$ cat config.mk
export PLATFORM = sky130hd
export DESIGN_NAME = pipeline_ctrl
export DESIGN_NICKNAME = d
export VERILOG_FILES = /design/src/rtl/pipeline_ctrl.sv
export SDC_FILE = /design/constraint.sdc
export NUM_CORES = 1
export LEC_CHECK = 0
export ABC_AREA = 1
export ABC_CLOCK_PERIOD_IN_PS = 3400
export CORE_MARGIN = 3
export CORE_UTILIZATION = 35
export CTS_BUF_LIST = sky130_fd_sc_hd__clkbuf_4 sky130_fd_sc_hd__clkbuf_8
export DETAILED_ROUTE_END_ITERATION = 16
export RECOVER_POWER = 25
export SYNTH_ARGS = -nofsm -noshare
export SYNTH_HDL_FRONTEND = slang
export SYNTH_SLANG_ARGS = --single-unit
$ cat constraint.sdc
create_clock -name clk -period 3.4 [get_ports clk]
set_input_delay 0.68 -clock clk [delete_from_list [all_inputs] [get_ports clk]]
set_output_delay 0.68 -clock clk [all_outputs]
set_load 0.005 [all_outputs]
$ cat src/rtl/pipeline_ctrl.sv
// pipeline_ctrl: hazard, flush, forwarding and boot sequencing for a 5-stage RV32I pipeline
module pipeline_ctrl #(
   parameter int BOOT_CYCLES = 2,
   parameter int CNT_W       = 32
) (
   input  logic             clk,
   input  logic             rst,
   input  logic [4:0]       id_rs1_addr,
   input  logic [4:0]       id_rs2_addr,
   input  logic [4:0]       id_rd_addr,
   input  logic [1:0]       id_rs1_sel,
   input  logic [1:0]       id_rs2_sel,
   input  logic             id_mem_wen,
   input  logic [1:0]       id_wb_sel,
   input  logic [2:0]       id_br,
   input  logic             ex_br_taken,
   input  logic             mem_busy,
   output logic             pc_we,
   output logic             if_id_we,
   output logic             if_id_flush,
   output logic             id_ex_we,
   output logic             id_ex_flush,
   output logic             ex_mem_we,
   output logic             mem_wb_we,
   output logic [1:0]       fwd_a,
   output logic [1:0]       fwd_b,
   output logic [CNT_W-1:0] stall_cnt,
   output logic [CNT_W-1:0] flush_cnt
);
   localparam logic [1:0] RS1_RS1 = 2'd1;
   localparam logic [1:0] RS2_RS2 = 2'd1;
   localparam logic [1:0] WB_X    = 2'd0;
   localparam logic [1:0] WB_MEM  = 2'd2;
   localparam logic [2:0] BR_X    = 3'd0;
   localparam logic [2:0] BR_JAL  = 3'd1;
   localparam int         BW      = $clog2(BOOT_CYCLES + 1);

   typedef enum logic {BOOT, RUN} state_t;
   state_t          state;
   logic [BW-1:0]   boot_cnt;
   logic            br_pend;
   logic            id_valid, ex_valid, mem_valid, wb_valid;
   logic [4:0]      ex_rd, mem_rd, wb_rd, ex_rs1, ex_rs2;
   logic [1:0]      ex_wb_sel, mem_wb_sel, wb_sel;
   logic            ex_use1, ex_use2;
   logic            run, cond_br, use1, use2, ex_wr, mem_wr, wb_wr;
   logic            taken, load_use, go, do_flush, do_stall, busy, bub;

   always_comb begin
      run      = state == RUN;
      cond_br  = id_br != BR_X && id_br != BR_JAL;
      use1     = id_rs1_sel == RS1_RS1 || cond_br;
      use2     = id_rs2_sel == RS2_RS2 || id_mem_wen || cond_br;
      ex_wr    = ex_valid && ex_wb_sel != WB_X && ex_rd != 5'd0;
      mem_wr   = mem_valid && mem_wb_sel != WB_X && mem_rd != 5'd0;
      wb_wr    = wb_valid && wb_sel != WB_X && wb_rd != 5'd0;
      taken    = ex_valid && (ex_br_taken || br_pend);
      load_use = id_valid && ex_wr && ex_wb_sel == WB_MEM &&
                 ((use1 && id_rs1_addr == ex_rd) || (use2 && id_rs2_addr == ex_rd));
      busy     = run && mem_busy;
      go       = run && !mem_busy;
      do_flush = go && taken;
      do_stall = go && !taken && load_use;
      pc_we       = go && !do_stall;
      if_id_we    = go && !do_stall;
      if_id_flush = do_flush;
      id_ex_we    = go;
      id_ex_flush = do_flush || do_stall;
      ex_mem_we   = go;
      mem_wb_we   = go;
      bub      = id_ex_flush || !id_valid;
      // MEM-stage loads are not forwardable; the load-use stall pushes them to WB first
      fwd_a = !ex_use1 ? 2'b00 :
              (mem_wr && mem_wb_sel != WB_MEM && mem_rd == ex_rs1) ? 2'b01 :
              (wb_wr && wb_rd == ex_rs1) ? 2'b10 : 2'b00;
      fwd_b = !ex_use2 ? 2'b00 :
              (mem_wr && mem_wb_sel != WB_MEM && mem_rd == ex_rs2) ? 2'b01 :
              (wb_wr && wb_rd == ex_rs2) ? 2'b10 : 2'b00;
   end

   always_ff @(posedge clk or posedge rst) begin
      if (rst) begin
         state      <= BOOT;
         boot_cnt   <= '0;
         br_pend    <= 1'b0;
         id_valid   <= 1'b0;
         ex_valid   <= 1'b0;
         mem_valid  <= 1'b0;
         wb_valid   <= 1'b0;
         ex_rd      <= '0;
         mem_rd     <= '0;
         wb_rd      <= '0;
         ex_rs1     <= '0;
         ex_rs2     <= '0;
         ex_use1    <= 1'b0;
         ex_use2    <= 1'b0;
         ex_wb_sel  <= WB_X;
         mem_wb_sel <= WB_X;
         wb_sel     <= WB_X;
         stall_cnt  <= '0;
         flush_cnt  <= '0;
      end else begin
         if (state == BOOT) begin
            if (boot_cnt == BW'(BOOT_CYCLES - 1)) state <= RUN;
            else boot_cnt <= boot_cnt + BW'(1);
         end
         br_pend <= busy && (br_pend || (ex_valid && ex_br_taken));
         if (if_id_we) id_valid <= !if_id_flush;
         if (id_ex_we) begin
            ex_valid  <= !bub;
            ex_rd     <= bub ? 5'd0 : id_rd_addr;
            ex_wb_sel <= bub ? WB_X : id_wb_sel;
            ex_rs1    <= id_rs1_addr;
            ex_rs2    <= id_rs2_addr;
            ex_use1   <= !bub && use1;
            ex_use2   <= !bub && use2;
         end
         if (ex_mem_we) begin
            mem_valid  <= ex_valid;
            mem_rd     <= ex_rd;
            mem_wb_sel <= ex_wb_sel;
         end
         if (mem_wb_we) begin
            wb_valid <= mem_valid;
            wb_rd    <= mem_rd;
            wb_sel   <= mem_wb_sel;
         end
         if ((busy || do_stall) && stall_cnt != '1) stall_cnt <= stall_cnt + CNT_W'(1);
         if (do_flush && flush_cnt != '1) flush_cnt <= flush_cnt + CNT_W'(1);
      end
   end
endmodule
# == Yosys cells after proc, flatten, opt, wreduce, memory -nomap -nowiden ==
# Cells that the tools add are included.
# classes
muxes,10
eq_ne,14
add_sub_neg,3
multipliers,0
bitwise_logic,2
n_div,0
magnitude_cmp,0
shifts,0
n_reduce_logical,53
# op_table
op,count
$add 32x1->32 const B,2
$ne 32x32->1 const B,2
$eq 5x5->1,6
$logic_and 1x1->1,30
$reduce_bool 5->1,3
$mux 2,7
$logic_or 1x1->1,9
$eq 2x1->1 const B,3
$logic_not 1->1,6
$reduce_bool 2->1,3
$mux 5,1
$ne 3x1->1 const B,1
$reduce_bool 3->1,1
$add 2x1->2 const B,1
$eq 2x2->1 const B,1
$mux 1,2
$ne 2x2->1 const B,1
$not 1->1,2
$reduce_and 2->1,1
# word_totals
romBits,0
latch_bits,0
out_inout_bits,75
elab_cells,101
ramBits,0
memories,0
input_bits,29
reg_bits,105

# == Logic depth before layout (Yosys ltp) ==
# Gate-level depths: netlist of the first run.
# depth
word_depth,11
mapped_depth,13
ltp_nobuf,12

# == Worst setup path before layout of the first run ==
# OpenSTA, ideal clock, no wires.
# synth_timing
path_kind,input-to-output
startpoint,input mem_busy
endpoint,output pc_we
path_buffers,1
t_arrival_ps,1522
stages,9
slack_ps,1198
required_ps,2720
cell_sequence,nor2_2 -> inv_2 -> nor2_1 -> nand3_1 -> nor2_1 -> nand2_1 -> nand2_1 -> inv_1 -> buf_4
# synth_via
elab_chain_len,6
# synth_lines
element,line_no,source
"start, declared",17,"input logic mem_busy,"
$logic_not 1->1 (*),61,go = run && !mem_busy;
$logic_and 1x1->1 (*),61,
$logic_and 1x1->1 (2 in a row),63,do_stall = go && !taken && load_use;
$logic_not 1->1,n/a,
$logic_and 1x1->1 (*),n/a,
"end, declared",18,"output logic pc_we,"
# Every way passes the cells marked *; elsewhere a longest branch is shown, timed or not.

# == Worst setup path after layout of the first run ==
# layout_timing
startpoint,input id_br[1]
endpoint,output pc_we
# layout_via
elab_chain_len,9
elab_cells_between_ends,12
cone_classes,eq/ne (1); reduce/logical (11)
# layout_lines
element,line_no,source
"start, declared",15,"input logic [2:0] id_br,"
$ne 3x1->1 / $reduce_bool 3->1 (equally long branches),51,cond_br = id_br != BR_X && id_br != BR_JAL;
$logic_and 1x1->1 (*),51,
$logic_or 1x1->1 (on tied branches),"52, 53",
$logic_and 1x1->1,59,((use1 && id_rs1_addr == ex_rd) || (use2 && id_rs2_addr == ex_rd));
$logic_or 1x1->1 (*),59,
$logic_and 1x1->1 (*),58,load_use = id_valid && ex_wr && ex_wb_sel == WB_MEM &&
$logic_and 1x1->1 (*),63,
$logic_not 1->1 (*),64,pc_we = go && !do_stall;
$logic_and 1x1->1 (*),64,
# Marks and branches as above.

==> impl_metrics.env, run 1 <==
export IMPL_status="finished, violations left"
export IMPL_violations="max-capacitance violations"
export IMPL_synthToLayoutAreaGrowth_pct=23.7
export IMPL_wl_per_cell_um=13.8
export IMPL_layout_common_cells="288 x nand2_1, 105 x dfrtp_1, 101 x clkdlybuf4s50_1"
export IMPL_via_count=5522
export IMPL_end_kind="output port"
export IMPL_tightest_slew_ns=1.49
export IMPL_drtPass1Iterations=4
export IMPL_synth_top_area_share=0.428
export IMPL_period_share=0.914
export IMPL_nets=975
export IMPL_ctsHoldBuffers=0
export IMPL_grt_util_all_layers=0.170
export IMPL_initialDrtViolationCount=329
export IMPL_cts_resized=0
export IMPL_synth_cell_types=34
export IMPL_hp_class="reg2reg"
export IMPL_period_needed_ns=3.11
export IMPL_ioPinCount=104
export IMPL_initial_core_util=0.364
export IMPL_grt_pass1_wl_mm=27.0
export IMPL_postSynthCellCount=840
export IMPL_synth_area_leaders="dfrtp_1 43%, nand2_1 18%, xor2_1 5.7%, inv_1 5.4%, nor2_1 4.9%"
export IMPL_finalHoldViolCount=0
export IMPL_clkLatencyLatePin_ns=0.38
export IMPL_globalRoute_totalOverflow=0
export IMPL_peakVddDrop_mv=0.194
export IMPL_ys_ff_latch=105
export IMPL_viasPerCell=4.73
export IMPL_critPathArrivalTime_ns=2.43
export IMPL_cts_clk_slew_worst_paths_ns=0.09
export IMPL_critPathLaunchType="input pin"
export IMPL_numCtsBuffers=9
export IMPL_die_area_mm2=0.0192
export IMPL_cts_buffer_depth=2
export IMPL_post_cts_setup_buffer_count=0
export IMPL_cp_data_required_time_ns=2.72
export IMPL_die_y_um=139
export IMPL_critPathMaxFanout=3
export IMPL_layout_drive_gt1_share=0.0422
export IMPL_avgSynthCellArea_um2=7.32
export IMPL_p_leak_nw=3.44
export IMPL_grt_max_degree=61
export IMPL_yosysTopAreaCell="dfrtp_1"
export IMPL_cts_root_buf="clkbuf_8"
export IMPL_nFillCells=1718
export IMPL_worst_slack_ns=0.291
export IMPL_syn_nets=872
export IMPL_gp_congestion=0.878
export IMPL_power_density_mw_per_mm2=395
export IMPL_antenna_found_initial=0
export IMPL_grt_setup_unrepaired="false"
export IMPL_dp_slack_ns=0.257
export IMPL_syn_area_mm2=0.00615
export IMPL_tns_ns=0
export IMPL_max_cap_viol_count=1
export IMPL_core_mm2=0.0169
export IMPL_detail_route_antenna_nets=0
export IMPL_relSlewSlack=0.00567
export IMPL_setup_viol=0
export IMPL_worstSetupPathType="in2out"
export IMPL_clock_fmax_mhz=322
export IMPL_cts_tree="yes"
export IMPL_diodes=0
export IMPL_layout_commonest_cell="nand2_1"
export IMPL_fp_row_count=47
export IMPL_io_buffer_count=102
export IMPL_cts_sinks=105
export IMPL_fin_skew_ns=0.0159
export IMPL_seq_area_frac_synth=0.428
export IMPL_dp_hpwl_mm=12.1
export IMPL_p_total_mw=3.01
export IMPL_finalMaxSlewViolations=0
export IMPL_yosys_warnings=0
export IMPL_routed_wirelength_mm=16.1
export IMPL_htreeDepth=3
export IMPL_grt_pass1_vias=5296
export IMPL_die_x_um=139
export IMPL_route_detailed_drc=0
[metrics by stage]
step | hold slack (ns) | utilization | cells | instance area (um2)
final | 0.485 | 0.451 | 1167 | 7600
after floorplan | 0.442 | - | 840 | 6150
after CTS | 0.488 | 0.452 | 1167 | 7630
after global placement | 0.464 | 0.440 | 1152 | 7420
after detailed placement | 0.470 | 0.440 | 1152 | 7420
after global routing | 0.502 | 0.451 | 1167 | 7600
[cells by family after synthesis]
family          Yosys count  share of synthesized area
xor+xnor                 66                     0.0941
buf+inv                 113                     0.0774
simple gates            493                      0.340
fa+ha+maj                 3                    0.00611
flops                   105                      0.428
compound gates           60                     0.0550
[cell usage after synthesis]
library cell / number
xor2_1: 40
nand2_1: 288
a21oi_2: 1
clkbuf_1: 6
nor2_2: 3
dfrtp_1: 105
buf_4: 6
nor2_1: 81
a221oi_1: 1
o211ai_1: 1
nand3_1: 56
nand4_4: 1
nor3_4: 1
nor3_2: 2
buf_6: 3
nand3b_1: 5
nand2_4: 1
o21ai_0: 35
nand4_1: 14
o22ai_1: 2
nor3_1: 36
inv_1: 89
and3_1: 1
ha_1: 3
nor4_1: 1
buf_2: 5
a21boi_0: 1
o21ai_1: 3
inv_2: 4
nand2_2: 2
a21oi_1: 7
o21bai_1: 9
or2_2: 1
xnor2_1: 26
[where the power goes]
part	total [mW]	switching, mW	leakage, nW	internal, mW
clock network	0.843	0.435	0.109	0.409
logic	0.643	0.328	1.96	0.314
registers	1.52	0.146	1.37	1.37
total	3.01	0.909	3.44	2.10
[flip-flops by register name, indices dropped and copies added (netlist names), 2 cells and up]
| register | flops |
|---|---|
| wb_rd | 5 |
| wb_sel | 2 |
| ex_rs1 | 5 |
| flush_cnt | 32 |
| ex_rd | 5 |
| ex_wb_sel | 2 |
| mem_wb_sel | 2 |
| ex_rs2 | 5 |
| boot_cnt | 2 |
| mem_rd | 5 |
| stall_cnt | 32 |
[final timing paths]
path / startpoint / slack [ns] / endpoint / cells after the start
worst max-delay path: id_br[1] / 0.29 / pc_we / 11
worst min-delay path: boot_cnt[0]$_DFFE_PP0P_ / 0.48 / boot_cnt[0]$_DFFE_PP0P_ / 1
worst max register to register: stall_cnt[0]$_DFFE_PP0P_ / 1.02 / stall_cnt[15]$_DFFE_PP0P_ / 8
worst min register to register: boot_cnt[0]$_DFFE_PP0P_ / 0.48 / boot_cnt[0]$_DFFE_PP0P_ / 1
max in group asynchronous: rst / 0.53 / ex_rs2[1]$_DFFE_PP0P_ / 3
min in group asynchronous: rst / 0.94 / stall_cnt[31]$_DFFE_PP0P_ / 2
[per-layer routing]
metal | global-route usage | share of wire | up-vias
met5 | 0 | 0 | -
met1 | 0.245 | 0.49 | 2553
li1 | - | - | 2849
met4 | 0.0478 | 0.012 | 0
met2 | 0.271 | 0.46 | 108
met3 | 0.0221 | 0.038 | 12
[worst max-delay path, cell delays in order]
cell and delay, ns:
clkdlybuf4s50_1 0.40, nor2_1 0.15, nand2_1 0.07, nor2_1 0.13, nor2_1 0.07, nand2_1 0.05
nand2_1 0.05, nand2_1 0.11, nand2_1 0.10, inv_1 0.11, clkdlybuf4s50_1 0.51
[final cells by class]
| cell class | instances | area, um2 | share of cell area |
|---|---|---|---|
| Multi-Input combinational cell | 622 | 3040 | 0.400 |
| Clock buffer | 9 | 124 | 0.0163 |
| Clock inverter | 6 | 83.8 | 0.0110 |
| Inverter | 93 | 350 | 0.0461 |
| Tap cell | 220 | 275 | 0.0362 |
| Sequential cell | 105 | 2630 | 0.346 |
| Timing Repair Buffer | 112 | 1100 | 0.145 |
No activity file was read; power rests on OpenSTA's default activity.
==> run 2, diff against run 1 <==
--- a/config.mk
+++ b/config.mk
@@ -9,8 +9,9 @@
 export ABC_CLOCK_PERIOD_IN_PS = 3400
 export CORE_MARGIN = 3
 export CORE_UTILIZATION = 35
-export CTS_BUF_LIST = sky130_fd_sc_hd__clkbuf_4 sky130_fd_sc_hd__clkbuf_8
+export CTS_BUF_LIST = sky130_fd_sc_hd__clkbuf_8
 export DETAILED_ROUTE_END_ITERATION = 16
+export PLACE_DENSITY = 0.57
 export RECOVER_POWER = 25
 export SYNTH_ARGS = -nofsm -noshare
 export SYNTH_HDL_FRONTEND = slang
==> run 2 against run 1 <==
  * The run now ends clean
  * Global-route usage up 0.45 points
  * Combinational power about the same
  * Clock-buffer cell count up 1
  * Die area unchanged
  * Setup slack worse by 0.068 ns
  * Sequential cell count unchanged
  * Non-clock buffer count down 3
  * Hold slack better by 0.0049 ns
  * Routed wire length up 2.3%
  * Design area down 0.53%
  * Sequential power about the same
==> impl_metrics.env, run 2 (synthesis results as in run 1) <==
export IMPL_globalRoute_totalOverflow=0
export IMPL_nets=972
export IMPL_diodes=0
export IMPL_crit_start="mem_busy"
export IMPL_rr_endpoint="stall_cnt[16]$_DFFE_PP0P_"
export IMPL_reg2reg_depth=8
export IMPL_dp_hpwl_mm=12.3
export IMPL_hp_start="boot_cnt[0]$_DFFE_PP0P_"
export IMPL_clock_fmax_mhz=315
export IMPL_finalMaxSlewViolations=0
export IMPL_die_x_um=139
export IMPL_grt_pass1_wl_mm=27.7
export IMPL_cts_tree="yes"
export IMPL_io_buffer_count=102
export IMPL_layout_drive_gt1_share=0.0403
export IMPL_cp_data_required_time_ns=2.72
export IMPL_largest_registers="flush_cnt (32), stall_cnt (32)"
export IMPL_cts_root_buf="clkbuf_8"
export IMPL_htreeDepth=3
export IMPL_cts_sinks=105
export IMPL_tns_ns=0
export IMPL_max_cap_viol_count=0
export IMPL_r2r_start="stall_cnt[0]$_DFFE_PP0P_"
export IMPL_via_count=5465
export IMPL_critPathLaunchType="input pin"
export IMPL_hold_depth=1
export IMPL_setup_viol=0
export IMPL_hp_class="reg2reg"
export IMPL_wl_per_cell_um=14.1
export IMPL_peakVddDrop_mv=0.170
export IMPL_worstSetupPathType="in2out"
export IMPL_drtPass1Iterations=7
export IMPL_layout_commonest_cell="nand2_1"
export IMPL_worstHoldEndpoint="boot_cnt[0]$_DFFE_PP0P_"
export IMPL_viasPerCell=4.70
export IMPL_route_detailed_drc=0
export IMPL_worst_slack_ns=0.224
export IMPL_grt_pass1_vias=5388
export IMPL_cts_resized=0
export IMPL_routed_wirelength_mm=16.5
export IMPL_detail_route_antenna_nets=0
export IMPL_grt_max_degree=61
export IMPL_gp_congestion=0.866
export IMPL_ioPinCount=104
export IMPL_initialDrtViolationCount=348
export IMPL_cts_buffer_depth=2
export IMPL_period_share=0.934
export IMPL_critPathMaxFanout=3
export IMPL_cts_clk_slew_worst_paths_ns=0.09
export IMPL_grt_util_all_layers=0.175
export IMPL_finalHoldViolCount=0
export IMPL_p_leak_nw=3.41
export IMPL_core_mm2=0.0169
export IMPL_nFillCells=1735
export IMPL_grt_setup_unrepaired="false"
export IMPL_fp_row_count=47
export IMPL_place_area_mm2=0.00741
export IMPL_dp_slack_ns=0.224
export IMPL_numCtsBuffers=9
export IMPL_tightest_slew_ns=1.45
export IMPL_rrSetupSlack_ns=1.03
export IMPL_initial_core_util=0.364
export IMPL_critPathArrivalTime_ns=2.50
export IMPL_power_density_mw_per_mm2=382
export IMPL_post_cts_setup_buffer_count=0
export IMPL_p_total_mw=2.89
export IMPL_relSlewSlack=0.0307
export IMPL_final_cell_area_mm2=0.00756
export IMPL_die_area_mm2=0.0192
export IMPL_status="completed"
export IMPL_layout_common_cells="288 x nand2_1, 105 x dfrtp_1, 101 x clkdlybuf4s50_1"
export IMPL_fin_skew_ns=0.0145
export IMPL_period_needed_ns=3.18
export IMPL_antenna_found_initial=0
export IMPL_clkLatencyLatePin_ns=0.37
export IMPL_end_kind="output port"
export IMPL_ctsHoldBuffers=0
export IMPL_die_y_um=139
export IMPL_synthToLayoutAreaGrowth_pct=23.1
[run 2: changes by cell type in the layout (fill, tap and decap cells not counted), sizes merged]
cell / before / now
buf: 8 / 6
clkinvlp: 1 / 2
bufinv: 2 / 0
inv: 92 / 93
clkinv: 4 / 3
[run 2: through the flow]
stage / util / hold WS, ns / std cells
after floorplan: - / 0.442 / 840
after global placement: 0.439 / 0.465 / 1149
after detailed placement: 0.439 / 0.471 / 1149
after CTS: 0.449 / 0.489 / 1164
after global routing: 0.448 / 0.509 / 1164
final: 0.448 / 0.489 / 1164
[run 2: worst max-delay path, stage by stage]
cell and delay [ns]:
clkdlybuf4s50_1 0.44, nor2_2 0.23, inv_2 0.05, nor2_1 0.16, nand3_1 0.11, nor2_1 0.10, nand2_1 0.10, nand2_1 0.11
inv_1 0.07, clkdlybuf4s50_1 0.45
[run 2: worst max path at each step]
stage | slack [ns] | cells past startpoint | endpoint
final | 0.22 | 10 | if_id_we
after global routing | 0.11 | 3 | stall_cnt[16]$_DFFE_PP0P_
after CTS | 0.21 | 10 | if_id_we
after detailed placement | 0.22 | 10 | if_id_we
after global placement | 0.23 | 10 | pc_we
after floorplan | 1.20 | 9 | pc_we
[run 2: metal layers]
layer,global-route usage,part of all wire,up-vias
met5,0,0,-
met4,0.0572,0.018,0
met3,0.0228,0.034,20
met2,0.266,0.45,105
met1,0.258,0.50,2498
li1,-,-,2842
[run 2: power breakdown]
part	switching, mW	internal [mW]
clock	0.443	0.282
combinational	0.328	0.314
sequential	0.150	1.37
total	0.921	1.97
[run 2: cell type report]
| cell class | instances | area, um2 | area share |
|---|---|---|---|
| multi-input cells | 622 | 3040 | 0.402 |
| inverters | 93 | 350 | 0.0463 |
| flip-flops and latches | 105 | 2630 | 0.347 |
| clock inverters | 5 | 33.8 | 0.00447 |
| repair buffers | 109 | 1100 | 0.145 |
| well taps | 220 | 275 | 0.0364 |
| clock buffers | 10 | 138 | 0.0182 |
